File: config.mk
export PLATFORM = sky130hd
export DESIGN_NAME = cr_bcond
export DESIGN_NICKNAME = d
export VERILOG_FILES = /design/src/rtl/cr_bcond.sv
export SDC_FILE = /design/constraint.sdc
export NUM_CORES = 1
export LEC_CHECK = 0
export BUFFER_PORTS_ARGS = -buffer_cell sky130_fd_sc_hd__buf_4
export CAP_MARGIN = 20
export CORE_MARGIN = 3
export CORE_UTILIZATION = 35
export DETAILED_ROUTE_END_ITERATION = 16
export PLACE_DENSITY_LB_ADDON = 0.3
export SETUP_SLACK_MARGIN = 0.15
export SLEW_MARGIN = 20
export SYNTH_ARGS = -nofsm -noshare
export SYNTH_HDL_FRONTEND = slang
export SYNTH_SLANG_ARGS = --single-unit
export TNS_END_PERCENT = 10
File: constraint.sdc
create_clock -name clk -period 3 [get_ports clk]
set_input_delay 0.3 -clock clk [delete_from_list [all_inputs] [get_ports clk]]
set_output_delay 0.3 -clock clk [all_outputs]
set_load 0.1 [all_outputs]
File: src/rtl/cr_bcond.sv
// ---------------------------------------------------------------------------
// cr_bcond -- Condition Register owner and branch-condition resolver.
//
// Holds the eight 4-bit CR fields ({LT,GT,EQ,SO}, field 0 = bits 31:28),
// tracks outstanding CR-field writes with one saturating pending counter per
// field, and resolves conditional branches (BO/BI/CTR) once the referenced
// field is stable. Results are presented through a valid/ready output
// register.
//
// Parameters:
//   PEND_W  width of each pending counter (max outstanding = 2^PEND_W-1)
//   REGSZ   width of CTR and branch target
//
// Ports:
//   clk, reset           clock, asynchronous active-low reset
//   pend_valid/field     an issued instruction will write this CR field
//   wr_valid/field/crf   CR field writeback {LT,GT,EQ,SO}
//   br_valid/ready       branch request handshake (ready = evaluated now)
//   br_bo, br_bi         BO (br_bo[4] = BO0) and BI (0 selects CR bit 31)
//   br_ctr, br_target    current CTR and computed target
//   res_valid/ready      result handshake
//   res_taken            branch taken
//   res_target           copy of br_target
//   res_ctr, res_ctr_wr  new CTR value and its write-back enable
//   cr_out               architectural CR
//   pend_err             sticky pending-counter overflow flag
//
// Optional feature: define CR_BYPASS_EN to forward a writeback that clears
// the last pending write of the referenced field straight into evaluation.
// ---------------------------------------------------------------------------
module cr_bcond #(
  parameter int unsigned PEND_W = 2,
  parameter int unsigned REGSZ  = 32
) (
  input  logic             clk,
  input  logic             reset,
  input  logic             pend_valid,
  input  logic [2:0]       pend_field,
  input  logic             wr_valid,
  input  logic [2:0]       wr_field,
  input  logic [3:0]       wr_crf,
  input  logic             br_valid,
  output logic             br_ready,
  input  logic [4:0]       br_bo,
  input  logic [4:0]       br_bi,
  input  logic [REGSZ-1:0] br_ctr,
  input  logic [REGSZ-1:0] br_target,
  output logic             res_valid,
  input  logic             res_ready,
  output logic             res_taken,
  output logic [REGSZ-1:0] res_target,
  output logic [REGSZ-1:0] res_ctr,
  output logic             res_ctr_wr,
  output logic [31:0]      cr_out,
  output logic             pend_err
);

  typedef enum logic [1:0] {
    ST_IDLE,
    ST_WAIT,
    ST_FULL
  } state_t;

  localparam logic [PEND_W-1:0] PEND_MAX = '1;
  localparam logic [PEND_W-1:0] PEND_ONE = PEND_W'(1);

  // Architectural state
  state_t            r_state;
  state_t            w_state_nxt;
  logic [3:0]        r_crf [8];
  logic [PEND_W-1:0] r_pend [8];
  logic              r_pend_err;

  // Result register
  logic              r_res_taken;
  logic              r_res_ctr_wr;
  logic [REGSZ-1:0]  r_res_target;
  logic [REGSZ-1:0]  r_res_ctr;

  // Per-field request decode
  logic [7:0]        w_pend_inc;
  logic [7:0]        w_wr_hit;

  // Branch evaluation
  logic [2:0]        w_fld;
  logic [PEND_W-1:0] w_fld_cnt;
  logic              w_full;
  logic              w_bypass;
  logic              w_eval;
  logic              w_accept;
  logic              w_cr_bit;
  logic [REGSZ-1:0]  w_ctr_m1;
  logic              w_ctr_ok;
  logic              w_cond_ok;
  logic              w_taken;

  // BO4 is only a prediction hint and plays no part in resolution.
  logic              w_unused_hint;
  assign w_unused_hint = br_bo[0];

  // -------------------------------------------------------------------------
  // Field decode for pend / writeback requests
  // -------------------------------------------------------------------------
  always_comb begin
    w_pend_inc = '0;
    w_wr_hit   = '0;
    for (int unsigned i = 0; i < 8; i++) begin
      w_pend_inc[i] = pend_valid && (pend_field == 3'(i));
      w_wr_hit[i]   = wr_valid   && (wr_field   == 3'(i));
    end
  end

  // -------------------------------------------------------------------------
  // Pending counters. A pend and a writeback on the same field in one cycle
  // cancel out regardless of the count; a writeback on a zero count is an
  // unpended write and leaves the count at zero. Overflow holds the count and
  // raises the sticky error.
  // -------------------------------------------------------------------------
  always_ff @(posedge clk or negedge reset) begin
    if (!reset) begin
      for (int unsigned i = 0; i < 8; i++) begin
        r_pend[i] <= '0;
      end
      r_pend_err <= 1'b0;
    end else begin
      for (int unsigned i = 0; i < 8; i++) begin
        if (w_pend_inc[i] && !w_wr_hit[i]) begin
          if (r_pend[i] == PEND_MAX) begin
            r_pend_err <= 1'b1;
          end else begin
            r_pend[i] <= r_pend[i] + PEND_ONE;
          end
        end else if (w_wr_hit[i] && !w_pend_inc[i] && (r_pend[i] != '0)) begin
          r_pend[i] <= r_pend[i] - PEND_ONE;
        end
      end
    end
  end

  // -------------------------------------------------------------------------
  // CR fields
  // -------------------------------------------------------------------------
  always_ff @(posedge clk or negedge reset) begin
    if (!reset) begin
      for (int unsigned i = 0; i < 8; i++) begin
        r_crf[i] <= '0;
      end
    end else if (wr_valid) begin
      r_crf[wr_field] <= wr_crf;
    end
  end

  assign cr_out = {r_crf[0], r_crf[1], r_crf[2], r_crf[3],
                   r_crf[4], r_crf[5], r_crf[6], r_crf[7]};

  // -------------------------------------------------------------------------
  // Branch evaluation
  // -------------------------------------------------------------------------
  assign w_fld     = br_bi[4:2];
  assign w_fld_cnt = r_pend[w_fld];
  assign w_full    = (r_state == ST_FULL);

`ifdef CR_BYPASS_EN
  // The writeback retiring the last outstanding write of F can feed the
  // evaluation directly while no result is held.
  assign w_bypass = !w_full && wr_valid && (wr_field == w_fld) &&
                    (w_fld_cnt == PEND_ONE);
`else
  assign w_bypass = 1'b0;
`endif

  // Within a field, bit 0 of BI[1:0] is LT, which sits at wr_crf[3].
  always_comb begin
    w_cr_bit = r_crf[w_fld][2'd3 - br_bi[1:0]];
    if (w_bypass) begin
      w_cr_bit = wr_crf[2'd3 - br_bi[1:0]];
    end
  end

  assign w_ctr_m1  = br_ctr - REGSZ'(1);
  assign w_ctr_ok  = br_bo[2] | ((w_ctr_m1 != '0) ^ br_bo[1]);
  assign w_cond_ok = br_bo[4] | (w_cr_bit == br_bo[3]);
  assign w_taken   = w_ctr_ok & w_cond_ok;

  // BO0 set means the CR bit is irrelevant, so a pending field never stalls.
  assign w_eval   = br_valid && (br_bo[4] || (w_fld_cnt == '0) || w_bypass);
  assign w_accept = w_eval && (!w_full || res_ready);

  // Gated with reset so the handshake is quiet while reset is held.
  assign br_ready = w_accept && reset;

  // -------------------------------------------------------------------------
  // Control FSM
  // -------------------------------------------------------------------------
  always_ff @(posedge clk or negedge reset) begin
    if (!reset) begin
      r_state <= ST_IDLE;
    end else begin
      r_state <= w_state_nxt;
    end
  end

  always_comb begin
    w_state_nxt = r_state;
    unique case (r_state)
      ST_IDLE, ST_WAIT: begin
        if (w_accept) begin
          w_state_nxt = ST_FULL;
        end else if (br_valid) begin
          w_state_nxt = ST_WAIT;
        end else begin
          w_state_nxt = ST_IDLE;
        end
      end
      ST_FULL: begin
        if (res_ready) begin
          w_state_nxt = w_accept ? ST_FULL : ST_IDLE;
        end
      end
      default: w_state_nxt = ST_IDLE;
    endcase
  end

  // -------------------------------------------------------------------------
  // Result register: loads only on acceptance, so it is stable while held.
  // -------------------------------------------------------------------------
  always_ff @(posedge clk or negedge reset) begin
    if (!reset) begin
      r_res_taken  <= 1'b0;
      r_res_ctr_wr <= 1'b0;
      r_res_target <= '0;
      r_res_ctr    <= '0;
    end else if (w_accept) begin
      r_res_taken  <= w_taken;
      r_res_ctr_wr <= !br_bo[2];
      r_res_target <= br_target;
      r_res_ctr    <= br_bo[2] ? br_ctr : w_ctr_m1;
    end
  end

  assign res_valid  = w_full;
  assign res_taken  = r_res_taken;
  assign res_ctr_wr = r_res_ctr_wr;
  assign res_target = r_res_target;
  assign res_ctr    = r_res_ctr;
  assign pend_err   = r_pend_err;

endmodule

Word level (Yosys, flattened, before mapping)
Cells that the tools add are included.
{"block": "word_totals", "out_inout_bits": 101, "regBits": 117, "word_cells": 235}
{"block": "classes", "add_sub_neg": 18, "bitwise": 6, "n_reduce_logical": 94, "mux": 57, "n_eq_ne": 34, "magnitude_cmp": 4}
{"operator": "$mux 2", "count": 29}
{"operator": "$logic_and 1x1->1", "count": 44}
{"operator": "$bwmux 32", "count": 1}
{"operator": "$mux 32", "count": 1}
{"operator": "$reduce_bool 2->1", "count": 16}
{"operator": "$reduce_bool 32->1", "count": 1}
{"operator": "$sub 32x1->32 const B", "count": 1}
{"operator": "$eq 3x3->1 const B", "count": 8}
{"operator": "$eq 2x2->1 const B", "count": 9}
{"operator": "$logic_not 1->1", "count": 18}
{"operator": "$mux 1", "count": 18}
{"operator": "$ne 2x2->1 const B", "count": 9}
{"operator": "$add 2x1->2 const B", "count": 8}
{"operator": "$reduce_and 2->1", "count": 8}
{"operator": "$sub 2x1->2 const B", "count": 8}
{"operator": "$bmux 4 s3", "count": 1}
{"operator": "$demux 4 s3", "count": 1}
{"operator": "$eq 3x2->1 const B", "count": 4}
{"operator": "$mux 4", "count": 3}
{"operator": "$ge 4x4->1 const B", "count": 2}
{"operator": "$not 3->4", "count": 2}
{"operator": "$bmux 2 s3", "count": 1}
{"operator": "$eq 3x1->1 const B", "count": 2}
{"operator": "$logic_not 3->1", "count": 2}
{"operator": "other kinds (13)", "count": 16}

Longest topological paths before layout
Gate-level depths: netlist of run 1.
{"block": "logic_depth", "word_depth": 19, "depth_mapped": 11, "ltp_nobuf": 10}

Worst setup path before layout of run 1
OpenSTA, ideal clock, no wires.
{"block": "synth_path", "path_type": "input-to-output", "from": "input port br_bi[2]", "to": "output port br_ready", "setup_slack_ns": 0.052, "path_stages": 9, "arrival_ns": 2.648, "required_time_ns": 2.700, "cell_sequence": "buf_2 -> buf_2 -> a21oi_1 -> a211oi_1 -> a211o_1 -> nand2_1 -> nor2_1 -> clkbuf_1 -> and2_1"}
{"block": "synth_via", "elab_chain_cells": 9}
{"item": "start: declaration", "line": "45", "source": "input logic [4:0] br_bi,"}
{"item": "$not 3->4 (not written as such)", "line": "160", "source": "assign w_fld_cnt = r_pend[w_fld];"}
{"item": "$bmux 2 s3", "line": "160"}
{"item": "$mux 2 (not written as such) (2 in series)", "line": "160"}
{"item": "$logic_not 2->1", "line": "186", "source": "assign w_eval = br_valid && (br_bo[4] || (w_fld_cnt == '0) || w_bypass);"}
{"item": "$logic_or 1x1->1", "line": "186"}
{"item": "$logic_and 1x1->1", "line": "186"}
{"item": "$logic_and 1x1->1", "line": "187", "source": "assign w_accept = w_eval && (!w_full || res_ready);"}
{"item": "$logic_and 1x1->1", "line": "190", "source": "assign br_ready = w_accept && reset;"}
{"item": "end: declaration", "line": "43", "source": "output logic br_ready,"}
No other way between the ends. The select of a mux whose other input is x is not followed.

Worst setup path in the final report of run 1
{"block": "layout_path", "from": "register r_pend[8] (netlist bit)", "to": "output port br_ready"}
{"block": "layout_via", "elab_chain_cells": 8}
{"item": "start: declaration", "line": "71", "source": "logic [PEND_W-1:0] r_pend [8];"}
{"item": "start signal: indexed assignment", "line": "131", "source": "r_pend[i] <= r_pend[i] + PEND_ONE;"}
{"item": "start signal: indexed assignment", "line": "134", "source": "r_pend[i] <= r_pend[i] - PEND_ONE;"}
{"item": "$bmux 2 s3", "line": "160"}
{"item": "$mux 2 (not written as such) (2 in series)", "line": "160"}
{"item": "$logic_not 2->1", "line": "186"}
{"item": "$logic_or 1x1->1", "line": "186"}
{"item": "$logic_and 1x1->1", "line": "186"}
{"item": "$logic_and 1x1->1", "line": "187"}
{"item": "$logic_and 1x1->1", "line": "190"}
No other way between the ends. The select of a mux whose other input is x is not followed.

==> results of run 1 <==
==> layout make-up <==
| cell class | count | area (sq um) | share of cell area |
|---|---|---|---|
| clock buffers | 18 | 439.2 | 0.05147 |
| repair buffers | 210 | 1589 | 0.1862 |
| flip-flops and latches | 117 | 2928 | 0.3431 |
| multi-input cells | 446 | 3124 | 0.3661 |
| well taps | 225 | 281.5 | 0.03299 |
| clock inverters | 14 | 130.1 | 0.01525 |
| inverters | 11 | 41.29 | 0.004839 |
==> final timing paths <==
check / endpoint / slack [ns] / depth (start not counted)
worst max-delay path: br_ready / 0.42 / 8
worst min-delay path: res_target[14] / -0.01 / 2
worst max register to register: res_ctr[19] / 0.71 / 10
worst min register to register: res_target[17] / 0.49 / 1
max in group asynchronous: res_target[3] / 2.54 / 2
min in group clk: res_target[17] / 0.10 / 2
==> layer usage <==
metal	up-vias	global-route usage
met5	-	0
met1	2526	0.2217
met4	0	0.05870
met3	23	0.04793
met2	158	0.2698
li1	2592	-
==> cells by family after synthesis <==
kind of cell	Yosys count
DFF	117
xor gates and xnor gates	38
muxes	77
buffers and inverters	39
AOI/OAI and AO/OA	91
and+or+nand+nor	238
adders and majority gates	2
==> sequential cells by signal, indices dropped and copies added, names as in the netlist <==
signal and flops:
res_ctr 32, res_taken 1, pend_err 1, r_pend 16, res_target 32, cr_out 32, res_ctr_wr 1, r_state 2
==> synth_stat cells (4+ instances only) <==
cell / n
sky130_fd_sc_hd__or2_2: 4
sky130_fd_sc_hd__mux2_1: 6
sky130_fd_sc_hd__buf_2: 7
sky130_fd_sc_hd__nor2b_1: 13
sky130_fd_sc_hd__and2_1: 4
sky130_fd_sc_hd__a21oi_1: 42
sky130_fd_sc_hd__xnor2_1: 29
sky130_fd_sc_hd__dfrtp_1: 117
sky130_fd_sc_hd__and3_1: 5
sky130_fd_sc_hd__nand4b_1: 4
sky130_fd_sc_hd__mux2_2: 56
sky130_fd_sc_hd__nor4_2: 4
sky130_fd_sc_hd__mux4_2: 10
sky130_fd_sc_hd__nor3_1: 14
sky130_fd_sc_hd__a211oi_1: 4
sky130_fd_sc_hd__nand2_1: 42
sky130_fd_sc_hd__nor4_1: 17
sky130_fd_sc_hd__mux2i_1: 5
sky130_fd_sc_hd__o21ai_0: 24
sky130_fd_sc_hd__inv_1: 11
sky130_fd_sc_hd__clkbuf_1: 18
sky130_fd_sc_hd__or3_1: 5
sky130_fd_sc_hd__nand4_1: 13
sky130_fd_sc_hd__nor2_1: 72
sky130_fd_sc_hd__nor3b_1: 5
sky130_fd_sc_hd__or4_1: 5
sky130_fd_sc_hd__nand3_1: 18
sky130_fd_sc_hd__xor2_1: 9
==> metrics by stage <==
step	hold WS (ns)	std cells	utilization	power [W]
global placement	0.4632	1009	0.4588	0.006040
detailed placement	0.4696	1009	0.4588	0.006073
CTS	0.01832	1041	0.4916	0.008055
global route	0.04084	1041	0.4916	0.008298
floorplan	0.004409	602	-	0.005159
finish	-0.01266	1041	0.4916	0.007981
==> power breakdown <==
group | total (W) | internal [W] | switching [W]
clock | 0.00195 | 0.00117 | 0.000785
sequential | 0.00223 | 0.00196 | 0.000274
combinational | 0.00380 | 0.000859 | 0.00294
total | 0.00798 | 0.00398 | 0.00400
==> critical path, cell delays in order (launching register included) <==
cell and delay, ns:
sky130_fd_sc_hd__dfrtp_1 0.46, sky130_fd_sc_hd__nor2_1 0.08, sky130_fd_sc_hd__a211oi_1 0.28, sky130_fd_sc_hd__a21oi_1 0.08, sky130_fd_sc_hd__a211o_1 0.33, sky130_fd_sc_hd__nand2_1 0.14
sky130_fd_sc_hd__nor2_4 0.07, sky130_fd_sc_hd__and2_2 0.19, sky130_fd_sc_hd__buf_4 0.23
==> impl_summary.md, run 1 <==
Logic synthesis
Sorting the synthesized cells by area gives the leading types as sky130_fd_sc_hd__dfrtp_1 (47%), sky130_fd_sc_hd__mux2_2 (10%), sky130_fd_sc_hd__nor2_1 (4.4%), sky130_fd_sc_hd__xnor2_1 (4.1%), sky130_fd_sc_hd__mux4_2 (3.6%). A synthesized cell averages 10.32 sq um. The XOR/XNOR share of the synthesized area is 0.05360. The share of async-settable or async-resettable flops after synthesis is 1.000. The synthesized netlist cell count is between 600 and 700. Synthesis produced a netlist with a net count of 694. Of the total synthesized cell area, the portion taken by AND, OR, NAND and NOR gates is 0.2029. The library cell with the largest summed area after synthesis is sky130_fd_sc_hd__dfrtp_1. The mapped netlist covers 6210 sq um. The main combinational cell family by area after synthesis is simple AND/OR/NAND/NOR gates. The number of distinct library cells after synthesis is 55. Of the total synthesized cell area, the portion taken by full adders, half adders and majority gates is 0.004030.

The total number of yosys warnings is 0. The commonest register cell after synthesis is sky130_fd_sc_hd__dfrtp_1. The complex-gate fraction of the synthesized area came to 0.08442. The post-synthesis register bit count is 117. Of the post-synthesis cell area, the dominant cell type holds 0.4715. The portion of synthesized area spent on multiplexers is 0.1568.

Of the synthesized area, sequential elements account for 0.4715. The synthesized design contains 0 enable-type register cells.

Setup path
For the worst setup path, the data required time is 2.70 ns. The category of the critical setup timing path is register to primary output. The worst register-to-register path begins at r_pend[14]. The startpoint type of the worst setup path is a register. The most critical setup path has its startpoint at r_pend[8].

The worst setup path is captured at a primary output. The maximum net fanout on the critical path is 8. Data arrives at the worst endpoint at 2.28 ns.

GRT
In the global route stage, overall resource usage came out at 0.1690. After global routing the overflow that remains totals 0. The global-route wire length before repair is 26.37 mm.

Entering global routing, the biggest net connects 118 pins. The number of antenna violations at the first check in global routing is 0. The number of global-route vias before repair is 5,135.

Clocking
The master cell of the clock root buffer is sky130_fd_sc_hd__clkbuf_16. After clock tree synthesis, the clock-pin slew on the worst setup and hold paths is 0.06 ns. The maximum level of the CTS H-tree is 4. The source-to-sink clock delay at the later pin of the worst-skew pair is 0.42 ns. The number of hold buffers added after CTS was 0. The number of clock buffers added by TritonCTS is 17. The total setup buffers inserted after CTS is 0.

The tree built by TritonCTS fans out to about 120 sinks. The clock passes through at most 2 buffers. The TritonCTS clock tree is built. Once the clock tree was built, the resizer swapped 0 gates to a different size.

Floorplan
The number of ports placed on the die boundary is ~190. The starting density of the core is 0.3578. The die footprint is 19,380 sq um. In this run the core area contains between 40 and 50 standard-cell rows. The die is between 100 and 150 um wide. The total area inside the core boundary comes to about 17,000 sq um. Measured along the y axis, the die boundary spans around 140 um.

Detailed routing
Signal routing reaches up to met4. The routed design has 16.47 mm of wire. In this run, the number of DRC markers left after iteration 0 of detailed routing was 211. The first detailed-routing pass took 5 iterations. The wire length on met2 is 7.797 mm. The vias per cell is 5.090.

Once detail routing completed, the nets flagged for antenna violations numbered 0. The detail-routed net length per standard cell is about 16 um. The total met3 wirelength after detailed routing is 1.040 mm. The post-route met1 wirelength is 7.308 mm. The detailed router placed between 5,000 and 6,000 vias in this run. After detailed routing, the number of remaining DRC violations is 0.

Timing
The slew at the pin closest to its max-slew limit is 0.6251 ns. The worst hold slack after final layout is -0.01266 ns. The final critical-path required period is 2.579 ns. The maximum achievable frequency is between 0.3 and 0.4 GHz. Dividing the final minimum period by the clock period gives 0.8596. Setup repair after global routing left no endpoint under its margin. The minimum setup slack in the final design is approximately 0.42 ns. Clock skew on the completed layout was measured at about 0.0092 ns. For the final routed database, the setup TNS stands at 0 ns.

The final count of hold timing violations is 28. Setup violations remaining at the end of the flow were counted as 0. The number of max-slew violations in the final report is 0.

Measured against its own limit, the worst slew margin works out to 0.5833.

Job
The count of max-cap constraint violations is 0.

Power and ir drop
In this run the static leakage power is about 3.6 nW. Across the VDD grid, the largest voltage drop is 0.5490 mV. The power density of the placed cells is 935.3 nW/um^2.

Final layout
Relative to the synthesized area, the layout overhead comes to 37.42%. The fraction of final layout cells with drive strength greater than 1 is 0.3958. After routing the design area is ~8500 sq um. The most common library cell in the layout ignoring fill and taps is sky130_fd_sc_hd__buf_4. The net count of the finished layout is 895. The top cell types in the final layout, fill and taps aside, are sky130_fd_sc_hd__buf_4 (209), sky130_fd_sc_hd__dfrtp_1 (117), sky130_fd_sc_hd__nor2_1 (71).

The repair_antennas step left the layout with diodes totalling 0. The number of inserted filler cells in the final layout is around 1,700.

Place
The number of buffers added on ports is 189. The worst slack after detailed placement is 0.1209 ns. The HPWL after detailed placement is 12.12 mm. The routability congestion estimate is 0.8453. After detailed placement, the total cell area comes to 7964 sq um.

Run status
The flow ran to the end, but the final reports show violations. The final reports fail on negative hold slack.

Hold path
The worst min-delay path category is primary input to async pin.
Power figures use the tool's default switching activity.
==> inputs of run 2 (changes only) <==
==> constraint.sdc (replaced) <==
create_clock -name clk -period 3 [get_ports clk]
set_input_delay 0.3 -clock clk [delete_from_list [all_inputs] [get_ports clk]]
set_output_delay 0.3 -clock clk [all_outputs]
set_load 0.01 [all_outputs]
==> impl_summary.md, run 2 (synthesized netlist as in run 1, its figures left out) <==
Hold path
The worst hold path passes through 2 cells. The tightest min-delay check is of the primary input to register type.

Final layout
The fraction of final layout cells with drive strength greater than 1 is 0.3971. The final net count is 900. At the end of the flow the core is filled with cells to 0.4969. The count of inserted antenna diode cells is 0. Leaving out fill and tap cells, the most frequent cell in the layout is sky130_fd_sc_hd__buf_4. In the layout the commonest cells are sky130_fd_sc_hd__buf_4 (211), sky130_fd_sc_hd__dfrtp_1 (117), sky130_fd_sc_hd__nor2_1 (71). After filler insertion, the fill cell instance count of the layout stands at 1,611. Compared with the post-synthesis result, the final layout area differs by 38.89%.

Floorplan
The starting density of the core is 0.3578. The number of ports placed on the die boundary is about 190. The die footprint is 19,380 sq um. The overall die height is 139.2 um. The floorplan step defined a core boundary enclosing 17,360 sq um. The width of the die is about 140 um. In this run the core area contains 48 standard-cell rows.

Timing
Setup repair after global routing left no endpoint under its margin. The worst pin sits at a relative slew slack of 0.6118. Clock skew on the completed layout was measured at 0.009715 ns. The maximum achievable frequency is 0.3829 GHz. The setup TNS is 0 ns. The number of max-slew violations in the final report is 0.

The worst hold slack after final layout is ~0.11 ns. The final count of hold timing violations is 0. Dividing the final minimum period by the clock period gives 0.8706. The slew at the pin closest to its max-slew limit is 0.5823 ns. Counting I/O delays and the setup requirement, the final critical path takes roughly 2.6 ns. The minimum setup slack in the final design is 0.3883 ns. Setup violations remaining at the end of the flow were counted as 0.

Clocking
TritonCTS created 17 clock buffers. The total setup buffers inserted after CTS is 0. The master cell of the clock root buffer is sky130_fd_sc_hd__clkbuf_16. The source-to-sink clock delay at the later pin of the worst-skew pair is 0.41 ns. The number of clock sinks is 117. The clock transition time at the flip-flop clock pins of the worst setup and hold paths is 0.06 ns. The TritonCTS clock tree is built. The maximum level of the CTS H-tree is 4. The deepest clock path buffer count is 2. In this run, post-CTS repair resized a total of 0 instances.

Detailed routing
Using the TritonRoute via totals, the vias-per-cell ratio works out to a little over 5. After detailed routing, the average wire length per cell comes to ~16 um. For this block, the initial DRC count from the detailed router was 254. The residual DRC count is 0. The routed layout has 5,313 vias. The first detailed-routing pass took 4 iterations.

The remaining antenna violation count is 0. The total detailed-routing wirelength is 16.57 mm.

GRT
The largest net degree at the start of global routing is between 40 and 50. The total congestion overflow after global routing is 0. For this run, the total global-route usage over all layers was measured as 0.1710. The number of antenna violations at the first check in global routing is 0. The number of global-route vias before repair was around 5,200. The global-route wire length before repair is 26.78 mm.

Setup path
Traced cell by cell, the critical path runs through nor3_1 > a21oi_1 > a211oi_1 > a211o_1 > nand2_1 > nor2_4 > and2_1 > buf_4. The type of destination of the critical path is a primary output. At the worst endpoint, the arrival time is 2.31 ns.

The worst setup path is of the register to primary output kind. Of all nets on the critical path, the largest fanout is 12. The cell family contributing the most delay on the critical path is simple AND/OR/NAND/NOR gates.

The critical path depth is 8. The endpoint required time on the critical path is 2.70 ns. Measured in cells, the most critical reg-to-reg path has a length of 8.

The count of buffer and inverter cells on the critical path is 1. Across all register-to-register paths, the minimum setup slack is 0.68 ns. On the worst path, the slowest cell contributes a delay of 0.42 ns. The slowest cell on the critical path is sky130_fd_sc_hd__dfrtp_1. The startpoint type of the worst setup path is a register.

Power and ir drop
The leakage power of the design is 3.676 nW. The power density of the placed cells is between 600 and 700 nW/um^2. The largest vdd supply drop is 0.3902 mV.

Job
Max-cap violations in this run came to 0.

Place
OpenSTA, run right after detailed placement, puts the worst setup slack at 0.07794 ns. The routability congestion estimate is 0.8421. The HPWL after detailed placement is 12.39 mm. The number of buffers added on ports is 189.

Run status
The flow ran to the end, and the final reports show no timing, DRC or antenna violations.
[run 2: final timing paths]
path | from | end
setup reg to reg | r_pend[7] | res_target[7]
max in group asynchronous | reset | res_ctr[15]
hold / removal | br_target[22] | res_target[22]
min in group asynchronous | reset | res_target[12]
hold reg to reg | res_target[17] | res_target[17]
setup / recovery | r_pend[7] | br_ready
[run 2: where the power goes]
| part | total (W) | leakage (nW) | switching, W | internal (W) |
|---|---|---|---|---|
| logic | 0.00153 | 2.05 | 0.000680 | 0.000850 |
| clock network | 0.00205 | 0.283 | 0.000772 | 0.00128 |
| registers | 0.00223 | 1.34 | 0.000270 | 0.00196 |
| total | 0.00580 | 3.68 | 0.00172 | 0.00408 |
[run 2: cell type report]
type | count | area, sq um | area share
sequential | 117 | 2928 | 0.3395
timing repair buffer | 215 | 1654 | 0.1918
clock inverter | 13 | 143.9 | 0.01668
multi-input combinational | 446 | 3123 | 0.3621
clock buffer | 19 | 452.9 | 0.05252
inverter | 11 | 41.29 | 0.004787
tap | 225 | 281.5 | 0.03264
[run 2: timing repair]
item | CTS | global route
hold buffers | 1 | 0
setup endpoints to repair | 0 | 1
hold endpoints to repair | 27 | 0
[run 2: stage by stage]
stage | total power [W] | instance area [sq um] | cells
after floorplan | 0.002938 | 6210 | 602
after global placement | 0.003772 | 8018 | 1013
after detailed placement | 0.003800 | 8018 | 1013
after CTS | 0.005889 | 8625 | 1046
after global routing | 0.006132 | 8625 | 1046
final | 0.005803 | 8625 | 1046
[run 2: metal layers]
| metal | vias up | wire length [um] | GRT usage |
|---|---|---|---|
| met5 | - | 0 | 0 |
| met4 | 0 | 242 | 0.04943 |
| met3 | 17 | 1074 | 0.05448 |
| met2 | 171 | 7718 | 0.2746 |
| met1 | 2531 | 7532 | 0.2233 |
| li1 | 2594 | - | - |
==> inputs of run 3 (changes only) <==
--- a/config.mk
+++ b/config.mk
@@ -5,14 +5,14 @@
 export SDC_FILE = /design/constraint.sdc
 export NUM_CORES = 1
 export LEC_CHECK = 0
+export ABC_AREA = 1
 export BUFFER_PORTS_ARGS = -buffer_cell sky130_fd_sc_hd__buf_4
 export CAP_MARGIN = 20
 export CORE_MARGIN = 3
 export CORE_UTILIZATION = 35
 export DETAILED_ROUTE_END_ITERATION = 16
-export PLACE_DENSITY_LB_ADDON = 0.3
+export PLACE_DENSITY = 0.57
 export SETUP_SLACK_MARGIN = 0.15
-export SLEW_MARGIN = 20
 export SYNTH_ARGS = -nofsm -noshare
 export SYNTH_HDL_FRONTEND = slang
 export SYNTH_SLANG_ARGS = --single-unit
==> impl_summary.md, run 3 <==
Run status
The flow ran to the end, and the final reports show no timing, DRC or antenna violations.

Timing
The slew at the pin closest to its max-slew limit is 0.6594 ns. The final critical-path required period is 2.483 ns. The setup TNS is 0 ns. Setup repair after global routing left no endpoint under its margin. The final count of hold timing violations is 0. The total setup violations reported at the end of the flow is 0. The setup clock skew after layout is 0.01054 ns.

The number of max-slew violations in the final report is 0. Of the available clock period, the critical path in the final layout requires 0.8276. The worst relative slew slack is 0.5587. Across all hold checks on the routed design, the worst slack comes to around 0.08 ns.

The maximum achievable frequency is between 0.4 and 0.5 GHz.

Setup path
By startpoint and endpoint, the worst setup path is classified as register to primary output. The type of destination of the critical path is a primary output. The end of the worst register-to-register path is res_taken. The worst register-to-register path begins at r_pend[14].

The number of cell instances on the worst register-to-register path is 11. The setup slack on the worst flop-to-flop path is 0.92 ns. The endpoint required time on the critical path is roughly 2.7 ns.

The maximum net fanout on the critical path is 25. The worst setup path is launched from a register. STA puts the critical path data arrival time at between 2 and 2.5 ns.

GRT
The total routing resource utilization after global routing is 0.1981. Entering global routing, the biggest net connects between 50 and 60 pins. Summed over all layers, the global routing overflow is 0.

The number of antenna violations at the first check in global routing is 1. The number of global-route vias before repair was between 6,000 and 7,000. The first global-routing pass estimated 32.30 mm of wire.

Logic synthesis
Of the post-synthesis cell area, the dominant cell type holds 0.4442. The multiplexer area fraction after synthesis is 0. The share of async-settable or async-resettable flops after synthesis is 1.000. The complex-gate fraction of the synthesized area is 0.1086.

The average instance area after synthesis is slightly below 7 sq um. For this run, the register share of the synthesized area comes to 0.4442. The dominant cell by count in the synthesized netlist is sky130_fd_sc_hd__nand2_1.

The library cell with the largest summed area after synthesis is sky130_fd_sc_hd__dfrtp_1. Of the total synthesized cell area, the portion taken by AND, OR, NAND and NOR gates is 0.3664. In the post-synthesis netlist, the biggest area contributors are sky130_fd_sc_hd__dfrtp_1 (44%), sky130_fd_sc_hd__nand2_1 (23%), sky130_fd_sc_hd__o21ai_0 (7.2%), sky130_fd_sc_hd__nor2_1 (6.9%), sky130_fd_sc_hd__inv_1 (4.4%). The commonest register cell after synthesis is sky130_fd_sc_hd__dfrtp_1. The XOR/XNOR share of the synthesized area is 0.01329. The synthesized-area fraction occupied by adder cells is 0.003797.

Synthesis produced 961 cells. After synthesis the netlist holds a flip-flop and latch count of between 100 and 150. The count of flip-flops with a built-in enable after synthesis is 0.

The total nets after synthesis is 1,053. The area of the mapped netlist is around 6600 sq um. The total number of yosys warnings is 0.

The number of distinct library cells after synthesis is 35. By area, the combinational part of the netlist is dominated by simple AND/OR/NAND/NOR gates. By count the netlist is led by sky130_fd_sc_hd__nand2_1 (403), sky130_fd_sc_hd__nor2_1 (121), sky130_fd_sc_hd__dfrtp_1 (117).

Final layout
The top cell types in the final layout, fill and taps aside, are sky130_fd_sc_hd__nand2_1 (403), sky130_fd_sc_hd__buf_4 (197), sky130_fd_sc_hd__nor2_1 (121). The library cell used most frequently in the layout, excluding fill and tap cells, is sky130_fd_sc_hd__nand2_1. The fraction of final layout cells with drive strength greater than 1 is 0.2158. Leaving out filler cells and counting taps, the final layout contains 1,398. The area growth from synthesis to layout is 34.19%. For this run, the post-layout net count is 1,247.

Floorplan
The number of ports placed on the die boundary is about 190. The die footprint is about 21,000 sq um. The width of the die is ~140 um. The overall die height is between 100 and 150 um. The floorplan step defined a core boundary enclosing 18,210 sq um. The site row count is 49. The initial utilization of the core area, before any placement, comes to 0.3620.

Clocking
The TritonCTS clock tree is built. The master cell of the clock root buffer is sky130_fd_sc_hd__clkbuf_16. After clock tree synthesis, the clock-pin slew on the worst setup and hold paths is 0.06 ns. CTS built an H-tree with a depth of 4. No sink is reached through more buffers than the 2 on the longest clock path. At the later pin of the worst-skew pair, clock insertion delay measures 0.41 ns.

Buffers inserted during clock tree synthesis total 17. The number of clock sinks is 117.

Job
Across the run, the number of max-cap violations was 0.

Place
The number of cells in the design after placement is 1,363. Buffers placed on the I/O ports in this run total 189. The HPWL after detailed placement is between 15 and 20 mm. The routability congestion estimate is 0.9043.

Detailed routing
The via count of the routed design is 6,631. In this run, the number of DRC markers left after iteration 0 of detailed routing was ~370. The post-route met1 wirelength is about 9.2 mm. The count of TritonRoute iterations in the first routing pass is 5. The top routing layer in use is met4. The residual DRC count is 0. The remaining antenna violation count is 0. The total detailed-routing wirelength is 20.27 mm. Using the TritonRoute via totals, the vias-per-cell ratio works out to 4.743. The wire length on met2 is 9.958 mm. The total met3 wirelength after detailed routing is 938 um. In the final routed layout, each cell accounts on average for 14.50 um.

Power and ir drop
The largest vdd supply drop is around 0.34 mV. The total power draw is ~0.0063 W. The leakage power of the design is 4.650 nW. The power density of the placed cells is slightly above 700 nW/um^2.

Hold path
The path class of the tightest hold or removal check is primary input to register. The number of cells on the worst hold path is 3. The worst-case hold path end point is res_target[11]. In this run the most critical hold path is launched from br_target[11].
## run 3: how the worst max path moves through the flow
stage	startpoint	to	slack, ns	cells after the start
floorplan	br_ctr[0]	res_taken	1.16	15
global placement	br_ctr[0]	res_taken	0.68	16
detailed placement	br_ctr[0]	res_taken	0.67	16
CTS	r_pend[14]	br_ready	0.49	8
global route	r_pend[14]	br_ready	0.38	8
finish	r_pend[14]	br_ready	0.52	8
## run 3: area by class of cell
| class | count | area (sq um) |
|---|---|---|
| clock buffer | 19 | 442.9 |
| antenna | 1 | 2.502 |
| sequential | 117 | 2928 |
| tap | 229 | 286.5 |
| inverter | 81 | 304.0 |
| timing repair buffer | 200 | 1529 |
| clock inverter | 13 | 108.9 |
| multi-input combinational | 738 | 3243 |
| fill | 1898 | 9364 |
## run 3: through the flow
step,utilization,cell area (sq um),worst slack [ns]
finish,0.4857,8845,0.5173
global placement,0.4537,8260,0.6794
global route,0.4857,8845,0.3849
CTS,0.4845,8822,0.4871
detailed placement,0.4537,8260,0.6667
floorplan,-,6591,1.159
## run 3: cell families after synthesis
| family | after synthesis |
|---|---|
| buffers and inverters | 106 |
| XOR/XNOR | 10 |
| AO/OA/AOI/OAI | 132 |
| flip-flops | 117 |
| adder cells (fa/ha/maj) | 2 |
| AND/OR/NAND/NOR | 594 |
## run 3: layer usage
| layer | track usage | up-vias |
|---|---|---|
| li1 | - | 3426 |
| met1 | 0.2633 | 3020 |
| met2 | 0.3309 | 166 |
| met3 | 0.03918 | 19 |
| met4 | 0.05451 | 0 |
| met5 | 0 | - |
## run 3: repair_timing
action	in CTS	in global routing
setup buffers	0	0
hold buffers	1	0
resized for setup	0	0
endpoints found under the hold margin	18	0
## run 3: worst max-delay path: stages (launching register included)
cell and delay [ns]:
sky130_fd_sc_hd__dfrtp_1 0.40, sky130_fd_sc_hd__nor2_1 0.26, sky130_fd_sc_hd__nand2_1 0.09, sky130_fd_sc_hd__a221o_1 0.35
sky130_fd_sc_hd__nand3_1 0.11, sky130_fd_sc_hd__nand2_2 0.08, sky130_fd_sc_hd__buf_4 0.23, sky130_fd_sc_hd__nor2_1 0.12
sky130_fd_sc_hd__buf_4 0.13
## run 3: power by group
part / switching, W / internal, W
registers: 0.000351 / 0.00209
logic: 0.00109 / 0.000912
clock network: 0.000742 / 0.00115
